==> src/rtl/uart_rx_ctrl.sv <==
// UART receive controller: Rx_EN/baud sequencing, edge-triggered byte capture into a FIFO, error stats.
// Define UART_RX_CTRL_ERRCNT_EN to build the saturating framing/parity error counters.
module uart_rx_ctrl #(
  parameter int unsigned FIFO_DEPTH    = 4,
  parameter logic [2:0]  BAUD_RESET    = 3'b111,
  parameter int unsigned RECONF_CYCLES = 16
) (
  input  logic       clk,
  input  logic       reset,
  input  logic       enable,
  input  logic [2:0] cfg_baud,
  input  logic       cfg_load,
  input  logic [7:0] Rx_DATA,
  input  logic       Rx_VALID,
  input  logic       Rx_FERROR,
  input  logic       Rx_PERROR,
  output logic       Rx_EN,
  output logic [2:0] baud_select,
  output logic [7:0] out_data,
  output logic       out_valid,
  input  logic       out_ready,
  output logic [7:0] ferr_count,
  output logic [7:0] perr_count,
  output logic       overflow,
  output logic       busy
);

  localparam int unsigned AW = $clog2(FIFO_DEPTH);
  localparam int unsigned CW = $clog2(RECONF_CYCLES);
  localparam logic [CW-1:0] RELOAD  = CW'(RECONF_CYCLES - 1);
  localparam logic [CW-1:0] CNT_ONE = CW'(1);
  localparam logic [AW:0]   PTR_ONE = (AW+1)'(1);

  localparam logic [1:0] ST_OFF    = 2'd0;
  localparam logic [1:0] ST_RUN    = 2'd1;
  localparam logic [1:0] ST_RECONF = 2'd2;

  logic [1:0]    state;
  logic [CW-1:0] cnt;
  logic          run;

  always_ff @(posedge clk) begin
    if (!reset) begin
      state       <= ST_OFF;
      cnt         <= '0;
      baud_select <= BAUD_RESET;
    end else begin
      if (cfg_load) baud_select <= cfg_baud;
      if (!enable) begin
        state <= ST_OFF;
      end else begin
        case (state)
          ST_OFF: if (!cfg_load) state <= ST_RUN;
          ST_RUN: begin
            if (cfg_load) begin
              state <= ST_RECONF;
              cnt   <= RELOAD;
            end
          end
          ST_RECONF: begin
            // A new load during reconfiguration restarts the quiet period
            if (cfg_load)          cnt   <= RELOAD;
            else if (cnt == '0)    state <= ST_RUN;
            else                   cnt   <= cnt - CNT_ONE;
          end
          default: state <= ST_OFF;
        endcase
      end
    end
  end

  assign run   = (state == ST_RUN);
  assign Rx_EN = run;
  assign busy  = (state == ST_RECONF);

  logic v_q;
  always_ff @(posedge clk) begin
    if (!reset) v_q <= 1'b0;
    else        v_q <= Rx_VALID;
  end

  logic [7:0] mem [FIFO_DEPTH];
  logic [AW:0] wr_ptr, rd_ptr;
  logic push_req, push, pop, full, empty;

  assign push_req = run && Rx_VALID && !v_q && !Rx_FERROR && !Rx_PERROR;
  assign empty    = (wr_ptr == rd_ptr);
  assign full     = (wr_ptr[AW] != rd_ptr[AW]) && (wr_ptr[AW-1:0] == rd_ptr[AW-1:0]);
  assign pop      = out_valid && out_ready;
  assign push     = push_req && (!full || pop);

  assign out_valid = !empty;
  assign out_data  = empty ? 8'h00 : mem[rd_ptr[AW-1:0]];

  always_ff @(posedge clk) begin
    if (push) mem[wr_ptr[AW-1:0]] <= Rx_DATA;
  end

  always_ff @(posedge clk) begin
    if (!reset) begin
      wr_ptr   <= '0;
      rd_ptr   <= '0;
      overflow <= 1'b0;
    end else begin
      if (push) wr_ptr <= wr_ptr + PTR_ONE;
      if (pop)  rd_ptr <= rd_ptr + PTR_ONE;
      if (cfg_load)                       overflow <= 1'b0;
      else if (push_req && full && !pop)  overflow <= 1'b1;
    end
  end

`ifdef UART_RX_CTRL_ERRCNT_EN
  logic f_q, p_q;
  always_ff @(posedge clk) begin
    if (!reset) begin
      f_q        <= 1'b0;
      p_q        <= 1'b0;
      ferr_count <= 8'h00;
      perr_count <= 8'h00;
    end else begin
      f_q <= Rx_FERROR;
      p_q <= Rx_PERROR;
      if (run && Rx_FERROR && !f_q && ferr_count != 8'hFF) ferr_count <= ferr_count + 8'd1;
      if (run && Rx_PERROR && !p_q && perr_count != 8'hFF) perr_count <= perr_count + 8'd1;
    end
  end
`else
  assign ferr_count = 8'h00;
  assign perr_count = 8'h00;
`endif

endmodule

==> config.mk <==
export PLATFORM = sky130hd
export DESIGN_NAME = uart_rx_ctrl
export DESIGN_NICKNAME = d
export VERILOG_FILES = /design/src/rtl/uart_rx_ctrl.sv
export SDC_FILE = /design/constraint.sdc
export NUM_CORES = 1
export LEC_CHECK = 0
export ABC_AREA = 1
export ABC_CLOCK_PERIOD_IN_PS = 2800
export BUFFER_PORTS_ARGS = -buffer_cell sky130_fd_sc_hd__buf_4
export CAP_MARGIN = 10
export CORE_MARGIN = 3
export CORE_UTILIZATION = 45
export DETAILED_ROUTE_END_ITERATION = 6
export PLACE_DENSITY = 0.68
export SLEW_MARGIN = 40
export SYNTH_ARGS = -nofsm -noshare
export SYNTH_HDL_FRONTEND = slang
export SYNTH_SLANG_ARGS = --single-unit
export TNS_END_PERCENT = 1
==> constraint.sdc <==
create_clock -name clk -period 2.8 [get_ports clk]
set_clock_uncertainty 0.2 [all_clocks]
set_input_delay 0.28 -clock clk [delete_from_list [all_inputs] [get_ports clk]]
set_output_delay 0.28 -clock clk [all_outputs]
set_load 0.03 [all_outputs]
==> results.env, run 1 <==
REG2REG_DEPTH=7
AREA_OF_THE_DIE_MM2=0.00644
CTSLONGESTPATHBUFFERS=2
GRT_USAGE_PCT=15.0
CRITICAL_PATH.N_BUFFERS_INVERTERS=3
WORSTPATHARRIVAL_PS=1710
TRITONCTS_CLOCK_TREE='yes'
YOSYSWARNINGS=0
SEQUENTIALPOWERSHARE_PCT=49.6
DETAILEDROUTE.FIRSTITERATIONVIOLATIONS=72
REGAREA_MM2=0.00134
VIAS_PER_CELL=4.62
WORST_MAX_SLEW_PIN_SLEW_PS=510
CTS_INSERTED_BUFFERS=5
CRITPATHCAPTURETYPE='output pin'
FILLCELLCOUNT=442
FINAL_NETS=338
CTS-ROOT-BUF='clkbuf_8'
CRIT_PATH_CELL_TRACE='inv_1, nor2_1, o22ai_1, nand2_1, inv_1, buf_4'
FRACTION_OF_FINAL_LAYOUT_CELLS_SIZED_BEYOND_DRIVE_STRENGTH_1_PCT=20.0
GRT_START_MAX_NET_PINS=17
TOTAL_POWER_mW=1.70
CAP_VIOLATIONS=0
FINAL.SETUP.WORST_SLACK_PS=610
MAXSLEWHEADROOM_PCT=65.9
SYNTH.YOSYS.SEQ_AREA_SHARE_PCT=54.1
CRIT_FANOUT=10
CLOCK_POWER_SHARE_PCT=31.0
OUTCOME='finished, final reports clean'
REG2REG_FROM='state[1]'
SYNTH.LIB_CELLS_USED.DISTINCT=30
TOTALWIRELENGTH_UM=4420
POWER.SWITCHING_mW=0.467
CRITICAL_PATH_CLASS='reg -> out'
FLOORPLAN.CORE_AREA_MM2=0.00520
CTSRESIZECOUNT=0
CPMAXSTAGEDELAYCELL='dfxtp_1'
SHARE_COMB_OF_TOTAL_POWER_PCT=19.4
SYN-CELL-AREA_MM2=0.00248
PERIOD_MINUS_SLACK_PS=2190
DIE_Y_UM=80.3
YOSYS_REGISTER_BITS=51
R2R_SETUP_SLACK_PS=830
REGTOREGENDPOINT='mem[2][3]'
POWER.IR.VDD_WORST_mV=0.347
FINALHOLDWORSTSLACK_PS=52.5
FINAL.SETUP.TNS_PS=0
SYNTH.LARGEST_AREA_CELL='edfxtp_1'
FINAL_WEIGHTED_CONGESTION_IN_ROUTABILITY_DRIVEN_PLACEMENT=0.825
CTS.SINKS=51
DP.FINAL_HPWL_UM=3180
GRT_FIRST_PASS_WIRELENGTH_UM=7500
PLACE_WORST_SETUP_SLACK_PS=819
SYNTHTOPCELLSBYAREA='edfxtp_1, dfxtp_1, nand2_1, inv_1, buf_4'
SETUP_VIOLATIONS=0
ROUTED-VIA-COUNT=1754
POWER_DENSITY_mW_PER_MM2=566
IOS=50
FINAL_MAX_SLEW_VIOLS=0
PERIOD_SHARE_PCT=78.2
CRIT_PATH_MAX_INCR_DELAY_PS=570
FINAL_UTIL_PCT=57.6
CPMOSTUSEDCELL='inv_1'
POSTROUTEANTENNANETS=0
GATE_COUNT_POST_SYNTH=258
CTS_SETUP_BUFFERS=0
WORST_SETUP_HOLD_PATH_CLK_SLEW_PS=90
INITIAL_ANTENNA_VIOLATION_COUNT=0
MULTI_INPUT_GATE_AREA_IN_THE_FINAL_LAYOUT_UM2=901
CP_NUM_CELLS=6
ROWS=26
WORSTSKEWPAIRLATENCY_PS=300
VIAS_IN_THE_FIRST_GLOBAL_ROUTE=1690
SWSHARE_PCT=27.5
TIMING.HOLD.WORST.CLASS='in -> reg'
HOLD_VIOLATIONS=0
H_TREE_LEVEL_COUNT=2
HOLDPATHSTAGES=2
DETAIL_ROUTE.WL_PER_CELL_UM=11.6
IO_BUFFERS=33
POWER.LEAKAGE_nW=1.30
MAX_FREQ_MHz=457
CRIT_PATH_END='out_data[3]'
DETAIL_ROUTE.FIRST_PASS.ITERATIONS=4
REMAINING_DRC_ERRORS=0
INITIAL_UTILIZATION_PCT=47.7
NETLIST.AREA_LEADER.SHARE_PCT=38.7
SYN_AREA_PER_CELL_UM2=9.62
CRITPATHTOPFAMILY='flip-flops'
POWER.INTERNAL_mW=1.23
DIE-WIDTH_UM=80.3
TIMING.CRITICAL_PATH.REQUIRED_PS=2320
START_KIND='register'
INSERTEDDIODECOUNT=0
UNREPAIRED_SETUP_ENDPOINTS_AFTER_GLOBAL_ROUTING='false'
LAYOUT-AREA-OVERHEAD-VS-SYNTH_PCT=20.9
GRT_OVERFLOW=0
[how the worst min path moves through the flow]
stage,startpoint,to,slack (ps)
3_3_place_gp,overflow,overflow,240
5_1_grt,reset,baud_select[1],40
2_1_floorplan,Rx_VALID,v_q,170
6_report,reset,baud_select[0],50
4_1_cts,reset,baud_select[1],40
3_5_place_dp,baud_select[1],baud_select[1],250
[synth_stat cells]
library cell	number
nand3b_1	1
buf_6	1
a21oi_2	1
o21bai_1	1
o21ai_0	10
o21ai_2	1
edfxtp_1	32
nor2_1	21
mux2i_1	8
nor3_1	2
ha_1	10
nor2_2	3
or2_2	1
conb_1	1
nor2_4	1
dfxtp_1	19
nand2_1	45
clkbuf_1	1
buf_4	17
inv_2	1
o22ai_1	8
nand2_4	2
buf_2	2
nand2_2	5
xor2_1	2
nor3_4	1
nand4_1	1
a21oi_1	10
inv_1	37
nand3_1	13
[power groups by stage]
| stage | sequential (mW) | combinational, mW | clock, mW |
|---|---|---|---|
| 3_5_place_dp | 0.859 | 0.318 | 0 |
| 4_1_cts | 0.842 | 0.332 | 0.543 |
| 5_1_grt | 0.847 | 0.364 | 0.567 |
| 6_report | 0.842 | 0.329 | 0.526 |
| 2_1_floorplan | 0.852 | 0.250 | 0 |
| 3_3_place_gp | 0.859 | 0.312 | 0 |
[cell type report]
type,count,share of cell area (%)
multi-input combinational,163,30.0
inverter,38,4.76
clock buffer,6,2.75
sequential,51,44.7
clock inverter,2,1.29
timing repair buffer,50,13.5
tap,70,2.92
[layer usage]
metal,routed length [um],GRT usage [%],vias up
li1,-,-,907
met1,1940,17.7,803
met2,2230,27.2,37
met3,178,3.03,7
met4,68,4.73,0
met5,0,0,-
[cells in the final DEF (no fill, tap or decap), types with 3 or more instances in the layout]
cell type       n
nand2_1        45
buf_4          38
inv_1          37
edfxtp_1       32
nor2_1         21
dfxtp_1        19
conb_1         16
nand3_1        13
dlygate4sd3_1  12
o21ai_0        10
a21oi_1        10
ha_1           10
mux2i_1         8
o22ai_1         8
clkbuf_8        6
nand2_2         5
nor2_2          3
[stage by stage]
stage                     area, um2  instances
after global routing           3000        380
after CTS                      3000        380
after detailed placement       2760        360
after floorplan                2540        273
after global placement         2760        360
final                          3000        380
[registers in the layout, summed over array words and instances (netlist names), named ones only]
name / flops
mem: 32
wr_ptr: 3
baud_select: 3
state: 2
v_q: 1
rd_ptr: 3
cnt: 4
overflow: 1
[repair_timing]
action | 4_1_cts | 5_1_grt
endpoints found under the hold margin | 36 | 0
hold buffers | 12 | 0
endpoints found under the setup margin | 0 | 0
[cell families after synthesis]
group | Yosys count | share of synthesized area [%]
other | 1 | 0.151
adders and majority gates | 10 | 5.04
DFF | 51 | 54.1
AOI/OAI and AO/OA | 31 | 7.06
buffers and inverters | 59 | 11.9
and+or+nand+nor | 96 | 17.9
muxes | 8 | 3.23
xor gates and xnor gates | 2 | 0.706
(Power assumes the default switching activity.)
==> inputs of run 2 (changes only) <==
Settings changed: ABC_CLOCK_PERIOD_IN_PS 2800 to 1780, PLACE_DENSITY 0.68 to 0.71.
Clock period 2.8 ns to 1.78 ns, I/O delays scaled along.
==> results.env, run 2 (same netlist as run 1, synthesis figures left out) <==
HOLDPATHSTAGES=4  # +2
DP.FINAL_HPWL_UM=3700  # +17%
HOLD_START='cfg_load'
POWER_DENSITY_mW_PER_MM2=802  # +42%
MAX_FFS_PER_REGISTER=32  # unchanged
FINAL_MAX_SLEW_VIOLS=0  # unchanged
REGTOREGENDPOINT='mem[0][6]'
SETUP_VIOLATIONS=8  # +8
DIE_Y_UM=80.3  # unchanged
INITIAL_UTILIZATION_PCT=47.7  # unchanged
FILLCELLCOUNT=422  # -4.5%
TIMING.CRITICAL_PATH.REQUIRED_PS=1400  # -920 ps
POSTROUTEANTENNANETS=0  # unchanged
INITIAL_ANTENNA_VIOLATION_COUNT=0  # unchanged
REMAINING_DRC_ERRORS=0  # unchanged
CTSLONGESTPATHBUFFERS=2  # unchanged
TIMING.HOLD.WORST.CLASS='in -> reg'
DETAILEDROUTE.FIRSTITERATIONVIOLATIONS=83  # +15%
DIE-WIDTH_UM=80.3  # unchanged
CTS.SINKS=51  # unchanged
IOS=50  # unchanged
FINAL_NETS=352  # +4.1%
PLACE_WORST_SETUP_SLACK_PS=1.72  # -817 ps
VIAS_PER_CELL=4.55  # -1.5%
MAX_FREQ_MHz=527
FINAL_WEIGHTED_CONGESTION_IN_ROUTABILITY_DRIVEN_PLACEMENT=0.851  # +3.1%
ROWS=26  # unchanged
AREA_OF_THE_DIE_MM2=0.00644  # unchanged
TOTALWIRELENGTH_UM=5100  # +15%
CTS-ROOT-BUF='clkbuf_8'
FAILED_CHECKS='negative setup slack'
CRIT_FANOUT=5  # -5
REG2REG_DEPTH=6  # -1
GRT_USAGE_PCT=15.8  # +0.82 points
FINAL_CELL_MIX='nand2_1, buf_4, edfxtp_1'
DP_CELLS=360  # unchanged
FRACTION_OF_FINAL_LAYOUT_CELLS_SIZED_BEYOND_DRIVE_STRENGTH_1_PCT=29.9  # +9.9 points
FINALHOLDWORSTSLACK_PS=30.8  # -21.7 ps
R2R_SETUP_SLACK_PS=60  # -770 ps
FINAL.SETUP.WORST_SLACK_PS=-119  # -729 ps
TRITONCTS_CLOCK_TREE='yes'
DETAIL_ROUTE.WL_PER_CELL_UM=12.9  # +11%
FLOORPLAN.CORE_AREA_MM2=0.00520  # unchanged
ROUTED-VIA-COUNT=1792  # +2.2%
WORST_SETUP_HOLD_PATH_CLK_SLEW_PS=90  # about the same
WORSTSKEWPAIRLATENCY_PS=300  # about the same
CRITICAL_PATH_CLASS='reg -> out'
MULTI_INPUT_GATE_AREA_IN_THE_FINAL_LAYOUT_MM2=0.00101  # +12%
GRT_START_MAX_NET_PINS=18  # +1
POST_LAYOUT_NONFILLER_INSTANCES=394  # +3.7%
START_KIND='register'
GRT_FIRST_PASS_WIRELENGTH_UM=7730  # +3.1%
POWER.LEAKAGE_nW=1.37  # +4.7%
CTS_INSERTED_BUFFERS=5  # unchanged
TIMING.HOLD.WORST_ENDPOINT='overflow'
CRITPATHCAPTURETYPE='output pin'
HOLD_VIOLATIONS=0  # unchanged
CAP_VIOLATIONS=0  # unchanged
LAYOUT-AREA-OVERHEAD-VS-SYNTH_PCT=32.3
REG2REG_FROM='state[1]'
PERIOD_MINUS_SLACK_PS=1900
OUTCOME='finished, violations left'
REGAREA_MM2=0.00136  # +1.5%
IO_BUFFERS=33  # unchanged
UNREPAIRED_SETUP_ENDPOINTS_AFTER_GLOBAL_ROUTING='true'
FINAL_COMMON_CELL='nand2_1'
GRT_OVERFLOW=0  # unchanged
INSERTEDDIODECOUNT=0  # unchanged
WORSTPATHARRIVAL_PS=1520  # -190 ps
H_TREE_LEVEL_COUNT=2  # unchanged
DETAIL_ROUTE.FIRST_PASS.ITERATIONS=4  # unchanged
PERIOD_SHARE_PCT=107
VIAS_IN_THE_FIRST_GLOBAL_ROUTE=1642  # -2.8%
POWER.IR.VDD_WORST_mV=0.370  # +6.7%
## run 2: final cells by class
cell class | instances | share of cell area [%]
repair buffers | 64 | 17.5
clock buffers | 6 | 2.52
well taps | 70 | 2.67
inverters | 38 | 4.46
flip-flops and latches | 51 | 41.5
clock inverters | 2 | 0.495
multi-input cells | 163 | 30.9
## run 2: how the worst max path moves through the flow
stage | cells past startpoint | endpoint | start
detailed placement | 6 | mem[0][3] | state[1]
finish | 7 | out_data[7] | register
global route | 7 | out_data[7] | register
CTS | 7 | out_data[3] | register
global placement | 6 | mem[3][7] | state[1]
floorplan | 6 | mem[3][0] | state[1]
## run 2: stage by stage
step	area, um2	TNS [ps]	total power [mW]	util (%)
2_1_floorplan	2580	-1820	1.74	-
3_3_place_gp	2820	0	1.86	54.1
3_5_place_dp	2820	0	1.87	54.1
4_1_cts	3140	-615	2.60	60.4
5_1_grt	3280	-1690	2.77	63.1
6_report	3280	-749	2.63	63.1
## run 2: power by group
part	total, mW	internal, mW	switching [mW]
Sequential	1.32	1.28	0.0388
Clock	0.676	0.317	0.358
Combinational	0.636	0.266	0.370
Total	2.63	1.87	0.767
## run 2: what timing repair did
| action | CTS | global route |
|---|---|---|
| hold buffers | 20 | 0 |
| endpoints found under the hold margin | 43 | 0 |
| pin swaps | 1 | 7 |
| setup endpoints to repair | 41 | 43 |
| gates resized for setup | 11 | 26 |
| gates cloned | 0 | 1 |
| setup buffers | 1 | 4 |
## run 2: routing by layer
metal  GRT usage (%)  part of all wire, %  vias up
met3            2.80                  4.4        8
met4            4.56                  1.9        0
met2            30.1                   54       47
met1            17.9                   39      800
met5               0                    0        -
li1                -                    -      937
## run 2: worst max-delay path, stage by stage, from the launching register on
cell and delay (ps):
dfxtp_4 400, buf_12 120, buf_4 120, mux2i_2 240, o22ai_1 100, nand2_1 70, inv_1 50, buf_6 130
